$ cat config.mk
export PLATFORM = sky130hd
export DESIGN_NAME = axi4_stream_upsize_gbx_flat
export DESIGN_NICKNAME = d
export VERILOG_FILES = /design/src/rtl/axi4_stream_upsize_gbx_pkg.sv /design/src/rtl/axi4_stream_upsize_gbx_if.sv /design/src/rtl/axi4_stream_upsize_gbx.sv /design/src/flat_wrapper.sv
export SDC_FILE = /design/constraint.sdc
export NUM_CORES = 1
export LEC_CHECK = 0
export CORE_AREA = 3 3 89 91
export CTS_BUF_LIST = sky130_fd_sc_hd__clkbuf_4
export CTS_CLUSTER_SIZE = 12
export DETAILED_ROUTE_END_ITERATION = 16
export DIE_AREA = 0 0 92 94
export MAX_ROUTING_LAYER = met4
export PLACE_DENSITY_LB_ADDON = 0.3
export SLEW_MARGIN = 40
export SYNTH_ARGS = -nofsm -noshare
export SYNTH_HDL_FRONTEND = slang
export SYNTH_SLANG_ARGS = --single-unit
$ cat constraint.sdc
create_clock -name clk_i -period 2.35 [get_ports clk_i]
set_input_delay 0.47 -clock clk_i [delete_from_list [all_inputs] [get_ports clk_i]]
set_output_delay 0.47 -clock clk_i [all_outputs]
set_load 0.05 [all_outputs]
$ cat src/rtl/axi4_stream_upsize_gbx_pkg.sv
// Package for the AXI4-Stream gearbox family (upsizer now, downsizer later).
// Contents:
//   tuser_mode_t   - how the wide beat's tuser is built from its narrow lanes
//   lane_ptr_width - width of the lane pointer for a given beat ratio
package axi4_stream_gbx_pkg;

    typedef enum logic {
        TUSER_FIRST = 1'b0,
        TUSER_OR    = 1'b1
    } tuser_mode_t;

    // Never return zero so the pointer stays a legal vector.
    function automatic int lane_ptr_width(input int ratio);
        return (ratio > 2) ? $clog2(ratio) : 1;
    endfunction

endpackage

$ cat src/rtl/axi4_stream_upsize_gbx_if.sv
// AXI4-Stream interface shared by the narrow and wide sides of the gearbox.
// Parameters: DATA_BYTES, USER_W, ID_W, DEST_W.
// Modports:
//   master - drives tvalid/tdata/tkeep/tstrb/tuser/tid/tdest/tlast, samples tready
//   slave  - samples the payload, drives tready
interface axi4_stream_if #(
    parameter int DATA_BYTES = 2,
    parameter int USER_W     = 1,
    parameter int ID_W       = 1,
    parameter int DEST_W     = 1
);
    logic                    tvalid;
    logic                    tready;
    logic [DATA_BYTES*8-1:0] tdata;
    logic [DATA_BYTES-1:0]   tkeep;
    logic [DATA_BYTES-1:0]   tstrb;
    logic [USER_W-1:0]       tuser;
    logic [ID_W-1:0]         tid;
    logic [DEST_W-1:0]       tdest;
    logic                    tlast;

    modport master (
        output tvalid, tdata, tkeep, tstrb, tuser, tid, tdest, tlast,
        input  tready
    );

    modport slave (
        input  tvalid, tdata, tkeep, tstrb, tuser, tid, tdest, tlast,
        output tready
    );
endinterface

$ cat src/rtl/axi4_stream_upsize_gbx.sv
// AXI4-Stream width upsizer: packs RATIO narrow beats into one wide beat.
// Partial words are flushed on tlast or when tid/tdest changes; unused lanes
// are zero-filled. Full input throughput while the sink stays ready.
// Ports:
//   clk_i    - clock
//   rst_n_i  - asynchronous active-low reset
//   pkt_i    - narrow stream in  (IN_BYTES data bytes)
//   pkt_o    - wide stream out   (IN_BYTES*RATIO data bytes)
module axi4_stream_upsize_gbx
    import axi4_stream_gbx_pkg::*;
#(
    parameter int          IN_BYTES    = 2,
    parameter int          RATIO       = 4,
    parameter int          TUSER_WIDTH = 1,
    parameter int          TID_WIDTH   = 1,
    parameter int          TDEST_WIDTH = 1,
    parameter tuser_mode_t TUSER_MODE  = TUSER_FIRST
) (
    input  logic         clk_i,
    input  logic         rst_n_i,
    axi4_stream_if.slave  pkt_i,
    axi4_stream_if.master pkt_o
);
    localparam int                LANE_W    = IN_BYTES * 8;
    localparam int                PTR_W     = lane_ptr_width(RATIO);
    localparam logic [PTR_W-1:0]  LAST_LANE = PTR_W'(RATIO - 1);

    if (RATIO < 2 || (RATIO & (RATIO - 1)) != 0) begin : g_bad_ratio
        $error("axi4_stream_upsize_gbx: RATIO must be a power of two >= 2");
    end

    logic [PTR_W-1:0] ins_pos;
    logic             stream_change;
    logic             flush_req;
    logic             in_hs;
    logic             out_hs;
    logic             word_done;
    int               lane_base;

    // A partial word always has pkt_o.tvalid low (a completed word resets
    // ins_pos), so stream_change alone can gate tready without looking at
    // pkt_i.tvalid.
    always_comb begin
        stream_change = (ins_pos != '0) &&
                        ((pkt_i.tid != pkt_o.tid) || (pkt_i.tdest != pkt_o.tdest));
        flush_req     = pkt_i.tvalid && stream_change && !pkt_o.tvalid;
        pkt_i.tready  = (!pkt_o.tvalid || pkt_o.tready) && !stream_change;
        in_hs         = pkt_i.tvalid && pkt_i.tready;
        out_hs        = pkt_o.tvalid && pkt_o.tready;
        word_done     = in_hs && ((ins_pos == LAST_LANE) || pkt_i.tlast);
        lane_base     = int'(ins_pos);
    end

    always_ff @(posedge clk_i or negedge rst_n_i) begin
        if (!rst_n_i) begin
            pkt_o.tvalid <= 1'b0;
            ins_pos      <= '0;
        end else if (flush_req) begin
            pkt_o.tvalid <= 1'b1;
            ins_pos      <= '0;
        end else if (in_hs) begin
            pkt_o.tvalid <= word_done;
            ins_pos      <= word_done ? '0 : ins_pos + 1'b1;
        end else if (out_hs) begin
            pkt_o.tvalid <= 1'b0;
        end
    end

    // The output register is also the accumulator; it only changes when a
    // beat is accepted, which the tready rule forbids during an output stall.
    always_ff @(posedge clk_i or negedge rst_n_i) begin
        if (!rst_n_i) begin
            pkt_o.tdata <= '0;
            pkt_o.tkeep <= '0;
            pkt_o.tstrb <= '0;
            pkt_o.tuser <= '0;
            pkt_o.tid   <= '0;
            pkt_o.tdest <= '0;
            pkt_o.tlast <= 1'b0;
        end else if (flush_req) begin
            pkt_o.tlast <= 1'b0;
        end else if (in_hs) begin
            if (ins_pos == '0) begin
                pkt_o.tdata <= '0;
                pkt_o.tkeep <= '0;
                pkt_o.tstrb <= '0;
                pkt_o.tuser <= pkt_i.tuser;
                pkt_o.tid   <= pkt_i.tid;
                pkt_o.tdest <= pkt_i.tdest;
            end else if (TUSER_MODE == TUSER_OR) begin
                pkt_o.tuser <= pkt_o.tuser | pkt_i.tuser;
            end
            pkt_o.tdata[lane_base*LANE_W +: LANE_W]     <= pkt_i.tdata;
            pkt_o.tkeep[lane_base*IN_BYTES +: IN_BYTES] <= pkt_i.tkeep;
            pkt_o.tstrb[lane_base*IN_BYTES +: IN_BYTES] <= pkt_i.tstrb;
            pkt_o.tlast <= pkt_i.tlast;
        end
    end

endmodule

$ cat src/flat_wrapper.sv
// flat-port wrapper written by rule: the top's interface ports become plain ports
module axi4_stream_upsize_gbx_flat import axi4_stream_gbx_pkg::*;
#(
    parameter int          IN_BYTES    = 2,
    parameter int          RATIO       = 4,
    parameter int          TUSER_WIDTH = 1,
    parameter int          TID_WIDTH   = 1,
    parameter int          TDEST_WIDTH = 1,
    parameter tuser_mode_t TUSER_MODE  = TUSER_FIRST
)
  (clk_i, rst_n_i, pkt_i_tvalid, pkt_i_tdata, pkt_i_tkeep, pkt_i_tstrb, pkt_i_tuser, pkt_i_tid, pkt_i_tdest, pkt_i_tlast, pkt_i_tready, pkt_o_tvalid, pkt_o_tdata, pkt_o_tkeep, pkt_o_tstrb, pkt_o_tuser, pkt_o_tid, pkt_o_tdest, pkt_o_tlast, pkt_o_tready);
  axi4_stream_if #(.DATA_BYTES(2)) pkt_i_i ();
  axi4_stream_if #(.DATA_BYTES(8)) pkt_o_i ();
  input  logic clk_i;
  input  logic rst_n_i;
  input wire logic [$bits(pkt_i_i.tvalid)-1:0] pkt_i_tvalid;
  input wire logic [$bits(pkt_i_i.tdata)-1:0] pkt_i_tdata;
  input wire logic [$bits(pkt_i_i.tkeep)-1:0] pkt_i_tkeep;
  input wire logic [$bits(pkt_i_i.tstrb)-1:0] pkt_i_tstrb;
  input wire logic [$bits(pkt_i_i.tuser)-1:0] pkt_i_tuser;
  input wire logic [$bits(pkt_i_i.tid)-1:0] pkt_i_tid;
  input wire logic [$bits(pkt_i_i.tdest)-1:0] pkt_i_tdest;
  input wire logic [$bits(pkt_i_i.tlast)-1:0] pkt_i_tlast;
  output wire logic [$bits(pkt_i_i.tready)-1:0] pkt_i_tready;
  output wire logic [$bits(pkt_o_i.tvalid)-1:0] pkt_o_tvalid;
  output wire logic [$bits(pkt_o_i.tdata)-1:0] pkt_o_tdata;
  output wire logic [$bits(pkt_o_i.tkeep)-1:0] pkt_o_tkeep;
  output wire logic [$bits(pkt_o_i.tstrb)-1:0] pkt_o_tstrb;
  output wire logic [$bits(pkt_o_i.tuser)-1:0] pkt_o_tuser;
  output wire logic [$bits(pkt_o_i.tid)-1:0] pkt_o_tid;
  output wire logic [$bits(pkt_o_i.tdest)-1:0] pkt_o_tdest;
  output wire logic [$bits(pkt_o_i.tlast)-1:0] pkt_o_tlast;
  input wire logic [$bits(pkt_o_i.tready)-1:0] pkt_o_tready;
  assign pkt_i_i.tvalid = pkt_i_tvalid;
  assign pkt_i_i.tdata = pkt_i_tdata;
  assign pkt_i_i.tkeep = pkt_i_tkeep;
  assign pkt_i_i.tstrb = pkt_i_tstrb;
  assign pkt_i_i.tuser = pkt_i_tuser;
  assign pkt_i_i.tid = pkt_i_tid;
  assign pkt_i_i.tdest = pkt_i_tdest;
  assign pkt_i_i.tlast = pkt_i_tlast;
  assign pkt_i_tready = pkt_i_i.tready;
  assign pkt_o_tvalid = pkt_o_i.tvalid;
  assign pkt_o_tdata = pkt_o_i.tdata;
  assign pkt_o_tkeep = pkt_o_i.tkeep;
  assign pkt_o_tstrb = pkt_o_i.tstrb;
  assign pkt_o_tuser = pkt_o_i.tuser;
  assign pkt_o_tid = pkt_o_i.tid;
  assign pkt_o_tdest = pkt_o_i.tdest;
  assign pkt_o_tlast = pkt_o_i.tlast;
  assign pkt_o_i.tready = pkt_o_tready;
  axi4_stream_upsize_gbx #(.IN_BYTES(IN_BYTES), .RATIO(RATIO), .TUSER_WIDTH(TUSER_WIDTH), .TID_WIDTH(TID_WIDTH), .TDEST_WIDTH(TDEST_WIDTH), .TUSER_MODE(TUSER_MODE)) u_core (.clk_i(clk_i), .rst_n_i(rst_n_i), .pkt_i(pkt_i_i), .pkt_o(pkt_o_i));
endmodule
==> flow_summary.ini, run 1 <==
[status]
status = completed

[floorplan]
die_h_um = 94
io_pins = 114
core_area_um2 = 7210
std_cell_rows = 31
die_w_um = 92
overall_die_area_um2 = 8650
start_util = 0.469

[clock_tree]
post_cts_resize_count = 1
clock_sinks = 87
number_of_buffers_on_the_longest_clock_path = 2
cts_buffers = 9
clock_tree.root_cell = sky130_fd_sc_hd__clkbuf_4
postCtsSetupBuffers = 0
clk-insertion-delay-late_ns = 0.42
tritoncts = done
cts_hold_buffers = 0
htreeDepth = 3
path_clk_slew_ns = 0.14

[drt]
drtPass1Iterations = 4
vias = 2611
wirelength_mm = 8.84
routed_via_density = 5.76
drc_errors = 0
antenna_violating_nets_post_route = 0
post_drt_wl_per_cell_um = 19.5
drtIter0Drc = 149

[global_routing]
global_route.usage.total = 0.211
groute.layer.met1.usage = 0.282
grt.busiest_layer = met2
met3_track_usage_gr = 0.0409
grt_first_pass_wirelength_mm = 13.6
use_met2 = 0.324
initial_antenna_violation_count = 0
globalRoute.totalOverflow = 0
grt_pass1_vias = 2550
grt_start_max_net_pins = 88

[power]
irDropWorstVdd_v = 0.000925
power.density_cell_area_nw_per_um2 = 1030
p_leak_nw = 2.14

[critical_path]
worstPathCellList = inv_1 -> ha_4 -> a21oi_2 -> nor2_1 -> buf_12
critical_path.n_buffers_inverters = 2
arrival_time_of_the_worst_setup_path_ns = 1.75
timing.critical_path.to_type = output port
critical_path.slowest_cell = sky130_fd_sc_hd__dfrtp_2
endpoint = pkt_i_tready
path_delay_family = flip-flops
worst-endpoint-required_ns = 1.88
path_depth = 5
r2r_setup_slack_ns = 0.40
crit_path_max_incr_delay_ns = 0.49
critical_path.startpoint_type = flop
critical_path_peak_fanout = 9
regToRegStartpoint = u_core.ins_pos[0]$_DFFE_PN0P_
timing.critical_path.from = u_core.ins_pos[0]$_DFFE_PN0P_
reg2reg_to = u_core.pkt_o.tdata[57]$_DFFE_PN0P_
ff2ff_path_depth = 4
critPathKind = reg -> out

[sta]
final_hold_vios = 0
fmax_ghz = 0.451
finalCriticalPeriod_ns = 2.22
setup_viol = 0
worst-slew-pin-transition_ns = 0.537
fin_worst_hold_slack_ns = 0.0706
rsz_0062_raised_after_global_routing = false
final_min_period_over_clock_period = 0.944
final-max-slew-violation-count = 0
fin_skew_ns = 0.0163
finalSetupTns_ns = 0
slew-limit-headroom = 0.641

[final_layout]
post-route-cell-area_um2 = 4840
fillers = 571
antenna_cells_inserted = 0
area_growth_pct = 43.1
final_layout_size_suffix_gt1_frac = 0.116
fin_nets = 384

[placement]
placed_area_um2 = 4700
portBuffers = 113
dp_hpwl_mm = 6.18
gp_congestion = 0.800

[synthesis]
synth-warning-count = 0
syn_area_um2 = 3380
syn_nets = 269
yosys_register_bits = 87
post_synth_num_cell_types = 23
synth_cells = 235
syn-mean-instance-area_um2 = 14.4
seq_area_frac_synth = 0.644

[run]
timing.max_cap.violations = 0

[worst_hold_path]
min_path_type = in -> async
==> cells in the mapped netlist <==
cell type,count,area share
sky130_fd_sc_hd__and2_0,1,0.0019
sky130_fd_sc_hd__and2_1,1,0.0019
sky130_fd_sc_hd__a32o_1,42,0.12
sky130_fd_sc_hd__nor3_1,2,0.0030
sky130_fd_sc_hd__buf_6,2,0.0067
sky130_fd_sc_hd__nor2b_1,1,0.0019
sky130_fd_sc_hd__mux2i_1,1,0.0030
sky130_fd_sc_hd__mux2_2,3,0.010
sky130_fd_sc_hd__nor2_1,4,0.0044
sky130_fd_sc_hd__a22o_1,41,0.11
sky130_fd_sc_hd__inv_1,2,0.0022
sky130_fd_sc_hd__clkbuf_1,14,0.016
sky130_fd_sc_hd__dfrtp_1,87,0.64
sky130_fd_sc_hd__buf_2,6,0.0089
sky130_fd_sc_hd__nand3_1,7,0.010
sky130_fd_sc_hd__nand2b_1,1,0.0019
sky130_fd_sc_hd__nor4_1,3,0.0055
sky130_fd_sc_hd__a21o_1,3,0.0067
sky130_fd_sc_hd__nand2_1,4,0.0044
sky130_fd_sc_hd__ha_1,6,0.022
sky130_fd_sc_hd__xnor2_2,2,0.0096
sky130_fd_sc_hd__a21oi_2,1,0.0026
sky130_fd_sc_hd__or3_4,1,0.0033
==> metrics by stage <==
stage	utilization	instances	setup slack [ns]	power [mW]
2_1_floorplan	-	235	0.184	3.36
3_3_place_gp	0.651	438	0.217	4.14
3_5_place_dp	0.651	438	0.153	4.18
4_1_cts	0.669	453	0.0230	4.99
5_1_grt	0.671	453	0.0360	5.21
6_report	0.671	453	0.132	4.98
==> cells by family after synthesis <==
group / count (synthesis) / share of synthesized area
compound gates: 87 / 0.240
xor+xnor: 2 / 0.00962
fa+ha+maj: 6 / 0.0222
buf+inv: 24 / 0.0333
flops: 87 / 0.644
mux: 4 / 0.0129
simple gates: 25 / 0.0385
==> metal layers <==
metal  wire length (um)  share of wire
met5                  0              0
met4                 77         0.0087
met3                560          0.063
met2               4320           0.49
met1               3880           0.44
==> worst min path at each step <==
stage / cells after the start / to / slack (ns) / startpoint
final: 2 / u_core.pkt_o.tuser$_DFFE_PN0P_ / 0.07 / rst_n_i
after global routing: 2 / u_core.pkt_o.tdata[39]$_DFFE_PN0P_ / 0.06 / rst_n_i
after CTS: 2 / u_core.pkt_o.tdata[39]$_DFFE_PN0P_ / 0.07 / rst_n_i
after detailed placement: 1 / u_core.pkt_o.tdata[3]$_DFFE_PN0P_ / 0.49 / u_core.pkt_o.tdata[3]$_DFFE_PN0P_
after global placement: 1 / u_core.pkt_o.tdata[3]$_DFFE_PN0P_ / 0.48 / u_core.pkt_o.tdata[3]$_DFFE_PN0P_
after floorplan: 0 / u_core.ins_pos[0]$_DFFE_PN0P_ / 0.17 / rst_n_i
==> worst reg2reg max path, cell delays in order (launching register included) <==
cell	delay, ns
sky130_fd_sc_hd__dfrtp_2	0.48
sky130_fd_sc_hd__inv_1	0.14
sky130_fd_sc_hd__ha_1	0.41
sky130_fd_sc_hd__or3_4	0.54
sky130_fd_sc_hd__a22o_1	0.28
==> cells in the final DEF, fill, tap and decap left out, types with 2 or more instances in the layout <==
cell type                         count
sky130_fd_sc_hd__clkdlybuf4s50_1    111
sky130_fd_sc_hd__dfrtp_1             86
sky130_fd_sc_hd__a32o_1              42
sky130_fd_sc_hd__a22o_1              41
sky130_fd_sc_hd__buf_4               11
sky130_fd_sc_hd__clkbuf_4             9
sky130_fd_sc_hd__nand3_1              7
sky130_fd_sc_hd__ha_1                 5
sky130_fd_sc_hd__nor2_1               4
sky130_fd_sc_hd__nand2_1              4
sky130_fd_sc_hd__buf_12               4
sky130_fd_sc_hd__nor4_2               3
sky130_fd_sc_hd__a21o_1               3
sky130_fd_sc_hd__mux2_2               3
sky130_fd_sc_hd__xnor2_2              2
sky130_fd_sc_hd__inv_1                2
sky130_fd_sc_hd__clkinv_1             2
==> report_power, final <==
group | total (mW) | switching, mW | internal, mW
logic | 2.28 | 1.44 | 0.839
registers | 1.89 | 0.168 | 1.72
clock network | 0.809 | 0.492 | 0.316
==> cell type report <==
class                   instances  area (um2)  area share
repair buffers                126        1270       0.263
multi-input cells             124        1130       0.233
clock inverters                 6        60.1      0.0124
flip-flops and latches         87        2180       0.450
inverters                       2        7.51     0.00155
well taps                      99         124      0.0256
clock buffers                   9        67.6      0.0140
==> sequential cells by signal, summed over array words and instances (netlist names) <==
name / cells
u_core.pkt_o.tkeep: 8
u_core.pkt_o.tlast: 1
u_core.ins_pos: 2
u_core.pkt_o.tdest: 1
u_core.pkt_o.tvalid: 1
u_core.pkt_o.tid: 1
u_core.pkt_o.tdata: 64
u_core.pkt_o.tstrb: 8
u_core.pkt_o.tuser: 1
Note: power is estimated with default switching activity, not from simulation.
==> run 2: changes to the inputs <==
CORE_AREA = 3 3 94 87   (was 3 3 89 91)
DIE_AREA = 0 0 97 90   (was 0 0 92 94)
clock period = 2.2 ns   (was 2.35 ns; I/O delays follow)
==> run 2 against run 1 <==
Against the previous run:
- final area up 1.9%
- count of clock-buffer cells in the layout is the same
- sequential cell count is the same
- worst setup slack got worse by 0.036 ns
- highest routed layer unchanged
- hold slack gained 0.43 ns
- core utilization rose by 1.9 points
- sequential share of layout area fell by 0.86 points
- first-iteration DRC count up 38%
- largest cell class unchanged
- power rose by 11%
- clock power grew 24%
==> flow_summary.ini, run 2 (same netlist as run 1, synthesis figures left out) <==
[critical_path]
critPathKind = reg -> out
worst-endpoint-required_ns = 1.76
crit_path_max_incr_delay_ns = 0.83
path_delay_family = buffers and inverters
critical_path_peak_fanout = 5
arrival_time_of_the_worst_setup_path_ns = 1.66
worstPathCellList = clkdlybuf4s50_1
critical_path.startpoint_type = flop
critical_path.slowest_cell = sky130_fd_sc_hd__clkdlybuf4s50_1
critical_path.n_buffers_inverters = 1
timing.critical_path.to_type = output port

[final_layout]
area_growth_pct = 45.9
final_layout_size_suffix_gt1_frac = 0.146
max_flop_register = u_core.pkt_o.tdata
fin_nets = 394
layout.area.seq_um2 = 2180
fillers = 526
most-common-layout-cells = 111 x sky130_fd_sc_hd__clkdlybuf4s50_1, 86 x sky130_fd_sc_hd__dfrtp_1, 42 x sky130_fd_sc_hd__a32o_1
antenna_cells_inserted = 0
biggestRegsByFlops = u_core.pkt_o.tdata (64), u_core.pkt_o.tkeep (8), u_core.pkt_o.tstrb (8)
largest_reg_flops = 64
layout_commonest_cell = sky130_fd_sc_hd__clkdlybuf4s50_1
post_layout_cell_count = 457
area_occupied_by_multi_input_gates_um2 = 1130

[global_routing]
initial_antenna_violation_count = 0
grt_start_max_net_pins = 41
globalRoute.totalOverflow = 0
grt_pass1_vias = 2747
grt_first_pass_wirelength_mm = 15.0
global_route.usage.total = 0.224

[sta]
final_hold_vios = 0
slew-limit-headroom = 0.642
rsz_0062_raised_after_global_routing = false
final_min_period_over_clock_period = 0.956
finalSetupTns_ns = 0
worst-slew-pin-transition_ns = 0.536
setup_viol = 0
final-max-slew-violation-count = 0
fin_skew_ns = 0.0164
finalCriticalPeriod_ns = 2.10
timing.final.ws_setup_ns = 0.0965
fmax_ghz = 0.475
fin_worst_hold_slack_ns = 0.502

[worst_hold_path]
min_path_type = in -> async

[drt]
routed_via_density = 5.86
drtPass1Iterations = 5
vias = 2680
antenna_violating_nets_post_route = 0
drtIter0Drc = 206
post_drt_wl_per_cell_um = 20.4
wirelength_mm = 9.31
drc_errors = 0

[power]
p_leak_nw = 2.19
power.total_mw = 5.52
irDropWorstVdd_v = 0.000901
power.density_cell_area_nw_per_um2 = 1120

[clock_tree]
postCtsSetupBuffers = 0
htreeDepth = 3
path_clk_slew_ns = 0.15
clock_sinks = 87
clock_tree.root_cell = sky130_fd_sc_hd__clkbuf_4
tritoncts = done
cts_buffers = 9
number_of_buffers_on_the_longest_clock_path = 2
clk-insertion-delay-late_ns = 0.41

[floorplan]
die_w_um = 97
overall_die_area_um2 = 8730
core_area_um2 = 7150
io_pins = 114
start_util = 0.473
std_cell_rows = 29
die_h_um = 90

[placement]
dp_slack_ns = 0.0240
dp_hpwl_mm = 6.77
post-place-cells = 441
gp_congestion = 0.775
portBuffers = 113

[status]
status = completed

[run]
timing.max_cap.violations = 0
-- run 2: cell count changes in the layout (fill, tap and decap cells not counted), sizes merged --
cell         delta
dlygate4sd3     +1
bufinv          +1
clkinvlp        +1
buf             +9
clkinv          -3
inv             +1
-- run 2: final cells by class --
class,count,area share
well taps,93,0.0236
flip-flops and latches,87,0.442
clock buffers,9,0.0137
clock inverters,6,0.0190
inverters,2,0.00152
multi-input cells,124,0.229
repair buffers,136,0.271
-- run 2: timing repair --
action / 4_1_cts / 5_1_grt
endpoints found under the setup margin: 1 / 1
resized for setup: 2 / 2
hold buffers: 1 / 0
endpoints found under the hold margin: 32 / 0
-- run 2: path summary, 6_finish.rpt --
path | depth (start not counted) | from | endpoint | slack, ns
max in group asynchronous | 3 | rst_n_i | u_core.pkt_o.tdata[40]$_DFFE_PN0P_ | 1.14
hold reg to reg | 1 | u_core.pkt_o.tdata[10]$_DFFE_PN0P_ | u_core.pkt_o.tdata[10]$_DFFE_PN0P_ | 0.52
min in group clk_i | 1 | u_core.pkt_o.tdata[10]$_DFFE_PN0P_ | u_core.pkt_o.tdata[10]$_DFFE_PN0P_ | 0.52
setup reg to reg | 4 | u_core.ins_pos[1]$_DFFE_PN0P_ | u_core.pkt_o.tdata[53]$_DFFE_PN0P_ | 0.33
setup / recovery | 1 | u_core.pkt_o.tvalid$_DFFE_PN0P_ | pkt_o_tvalid | 0.1
hold / removal | 2 | rst_n_i | u_core.pkt_o.tkeep[1]$_DFFE_PN0P_ | 0.50
-- run 2: metrics by stage --
stage | utilization | instance area [um2]
2_1_floorplan | - | 3380
3_3_place_gp | 0.664 | 4750
6_report | 0.690 | 4930
4_1_cts | 0.690 | 4930
3_5_place_dp | 0.664 | 4750
5_1_grt | 0.690 | 4930
-- run 2: metal layers --
metal,vias up,GRT usage,share of wire
li1,1182,-,-
met1,1367,0.298,0.44
met2,120,0.357,0.49
met3,11,0.0395,0.068
met4,0,0.0608,0.0083
met5,-,-,0
-- run 2: power by group --
part           internal [mW]  switching [mW]  total, mW
Sequential              1.84           0.160       2.00
Combinational          0.919            1.60       2.52
Clock                  0.465           0.538       1.00
==> run 3: changes to the inputs <==
ABC_CLOCK_PERIOD_IN_PS = 2200   (was unset)
CTS_BUF_LIST = sky130_fd_sc_hd__clkbuf_8   (was sky130_fd_sc_hd__clkbuf_4)
GPL_ROUTABILITY_DRIVEN = 0   (was unset)
==> run 3 against run 2 <==
Against the previous run:
- register-to-register slack worse by 0.05 ns
- largest cell class unchanged
- first-iteration DRC count down 0.49%
- final area rose by 0.86%
- largest power group unchanged
- highest routed layer unchanged
==> flow_summary.ini, run 3 (same netlist as run 1, synthesis figures left out) <==
[global_routing]
initial_antenna_violation_count = 0
grt_pass1_vias = 2748
globalRoute.totalOverflow = 0
grt_start_max_net_pins = 41
global_route.usage.total = 0.226
grt_first_pass_wirelength_mm = 15.1

[drt]
routed_via_density = 5.89
drtIter0Drc = 205
wirelength_mm = 9.28
vias = 2684
antenna_violating_nets_post_route = 0
drc_errors = 0
post_drt_wl_per_cell_um = 20.4
drtPass1Iterations = 4

[sta]
worst-slew-pin-transition_ns = 0.550
fin_skew_ns = 0.00895
finalSetupTns_ns = 0
slew-limit-headroom = 0.632
fmax_ghz = 0.484
final-max-slew-violation-count = 0
rsz_0062_raised_after_global_routing = false
setup_viol = 0
finalCriticalPeriod_ns = 2.07
final_hold_vios = 0
final_min_period_over_clock_period = 0.939
fin_worst_hold_slack_ns = 0.0353

[clock_tree]
tritoncts = done
cts_buffers = 9
path_clk_slew_ns = 0.08
clock_sinks = 87
clock_tree.root_cell = sky130_fd_sc_hd__clkbuf_8
number_of_buffers_on_the_longest_clock_path = 2
clk-insertion-delay-late_ns = 0.35
htreeDepth = 3

[final_layout]
antenna_cells_inserted = 0
layout_commonest_cell = sky130_fd_sc_hd__clkdlybuf4s50_1
largest_reg_flops = 64
area_growth_pct = 47.1
final_layout_size_suffix_gt1_frac = 0.140
fillers = 515
most-common-layout-cells = 111 x sky130_fd_sc_hd__clkdlybuf4s50_1, 87 x sky130_fd_sc_hd__dfrtp_1, 42 x sky130_fd_sc_hd__a32o_1
fin_nets = 393
max_flop_register = u_core.pkt_o.tdata
biggestRegsByFlops = u_core.pkt_o.tdata (64), u_core.pkt_o.tkeep (8), u_core.pkt_o.tstrb (8)

[floorplan]
std_cell_rows = 29
overall_die_area_um2 = 8730
die_h_um = 90
start_util = 0.473
core_area_um2 = 7150
io_pins = 114
die_w_um = 97

[placement]
portBuffers = 113
dp_hpwl_mm = 6.77

[critical_path]
arrival_time_of_the_worst_setup_path_ns = 1.63
ff2ff_path_depth = 4
reg2reg_to = u_core.pkt_o.tdata[48]$_DFFE_PN0P_
timing.critical_path.to_type = output port
critical_path_peak_fanout = 4
critPathKind = in -> out
regToRegStartpoint = u_core.ins_pos[1]$_DFFE_PN0P_
critical_path.startpoint_type = primary input
worst-endpoint-required_ns = 1.76
r2r_setup_slack_ns = 0.28

[power]
power.density_cell_area_nw_per_um2 = 1150
irDropWorstVdd_v = 0.000904
internal_power_mw = 3.39
power.switching_fraction = 0.405
p_sw_mw = 2.31
pwr-share-comb = 0.440
power.total_mw = 5.70
p_leak_nw = 2.22
seq_power_share = 0.350
clock_power_share = 0.210

[run]
timing.max_cap.violations = 0

[worst_hold_path]
min_path_type = in -> async

[status]
status = completed
run 3: cell count changes in the layout (fill, tap and decap cells not counted):
cell and change:
sky130_fd_sc_hd__clkbuf_4 -9, sky130_fd_sc_hd__clkbuf_8 +9, sky130_fd_sc_hd__dfrtp_1 +1, sky130_fd_sc_hd__dfrtp_2 -1, sky130_fd_sc_hd__dlygate4sd3_1 -1, sky130_fd_sc_hd__nor2_1 +1
sky130_fd_sc_hd__nor2_2 -1
run 3: how the worst max path moves through the flow:
| stage | endpoint | cells after the start | start | slack [ns] |
|---|---|---|---|---|
| detailed placement | u_core.pkt_o.tdata[52]$_DFFE_PN0P_ | 5 | pkt_i_tdest | 0.02 |
| finish | pkt_i_tready | 5 | pkt_i_tdest | 0.13 |
| global placement | u_core.pkt_o.tdata[7]$_DFFE_PN0P_ | 7 | pkt_o_tready | 0.08 |
| global route | pkt_i_tready | 5 | u_core.ins_pos[1]$_DFFE_PN0P_ | 0.07 |
| CTS | pkt_i_tready | 5 | u_core.ins_pos[1]$_DFFE_PN0P_ | 0.07 |
| floorplan | pkt_i_tready | 5 | u_core.ins_pos[0]$_DFFE_PN0P_ | 0.06 |
run 3: cell type report:
type | instances | area [um2] | area share
timing repair buffer | 135 | 1330 | 0.267
multi-input combinational | 124 | 1130 | 0.227
sequential | 87 | 2180 | 0.438
inverter | 2 | 7.51 | 0.00151
tap | 93 | 116 | 0.0234
clock inverter | 6 | 93.8 | 0.0189
clock buffer | 9 | 124 | 0.0249
run 3: metrics by stage:
step	cell area, um2	setup WS (ns)	utilization	std cells
final	4980	0.134	0.696	456
after floorplan	3380	0.0642	-	235
after global placement	4750	0.0819	0.664	441
after detailed placement	4750	0.0240	0.664	441
after CTS	4970	0.0686	0.695	456
after global routing	4980	0.0682	0.696	456
run 3: worst max-delay path, cell delays in order:
cell	delay (ns)
sky130_fd_sc_hd__clkdlybuf4s50_1	0.47
sky130_fd_sc_hd__xnor2_2	0.23
sky130_fd_sc_hd__a21oi_2	0.11
sky130_fd_sc_hd__nor2_1	0.21
sky130_fd_sc_hd__buf_12	0.17
run 3: routing by layer:
| layer | global-route usage | vias up | part of all wire |
|---|---|---|---|
| met1 | 0.299 | 1360 | 0.43 |
| li1 | - | 1181 | - |
| met2 | 0.359 | 130 | 0.49 |
| met3 | 0.0418 | 13 | 0.067 |
| met5 | - | - | 0 |
| met4 | 0.0643 | 0 | 0.0098 |
run 3: repair_timing:
| item | in CTS | in global routing |
|---|---|---|
| pin swaps | 0 | 0 |
| setup endpoints to repair | 1 | 1 |
| setup buffers | 0 | 0 |
| hold buffers | 0 | 0 |
| resized for setup | 1 | 1 |
run 3: power by group through the flow:
stage / logic, mW / clock network, mW / registers, mW
after floorplan: 0.792 / 0 / 2.79
after global routing: 2.64 / 1.30 / 2.03
after detailed placement: 2.50 / 0 / 2.02
after CTS: 2.51 / 1.22 / 2.00
final: 2.51 / 1.20 / 2.00
after global placement: 2.46 / 0 / 2.01
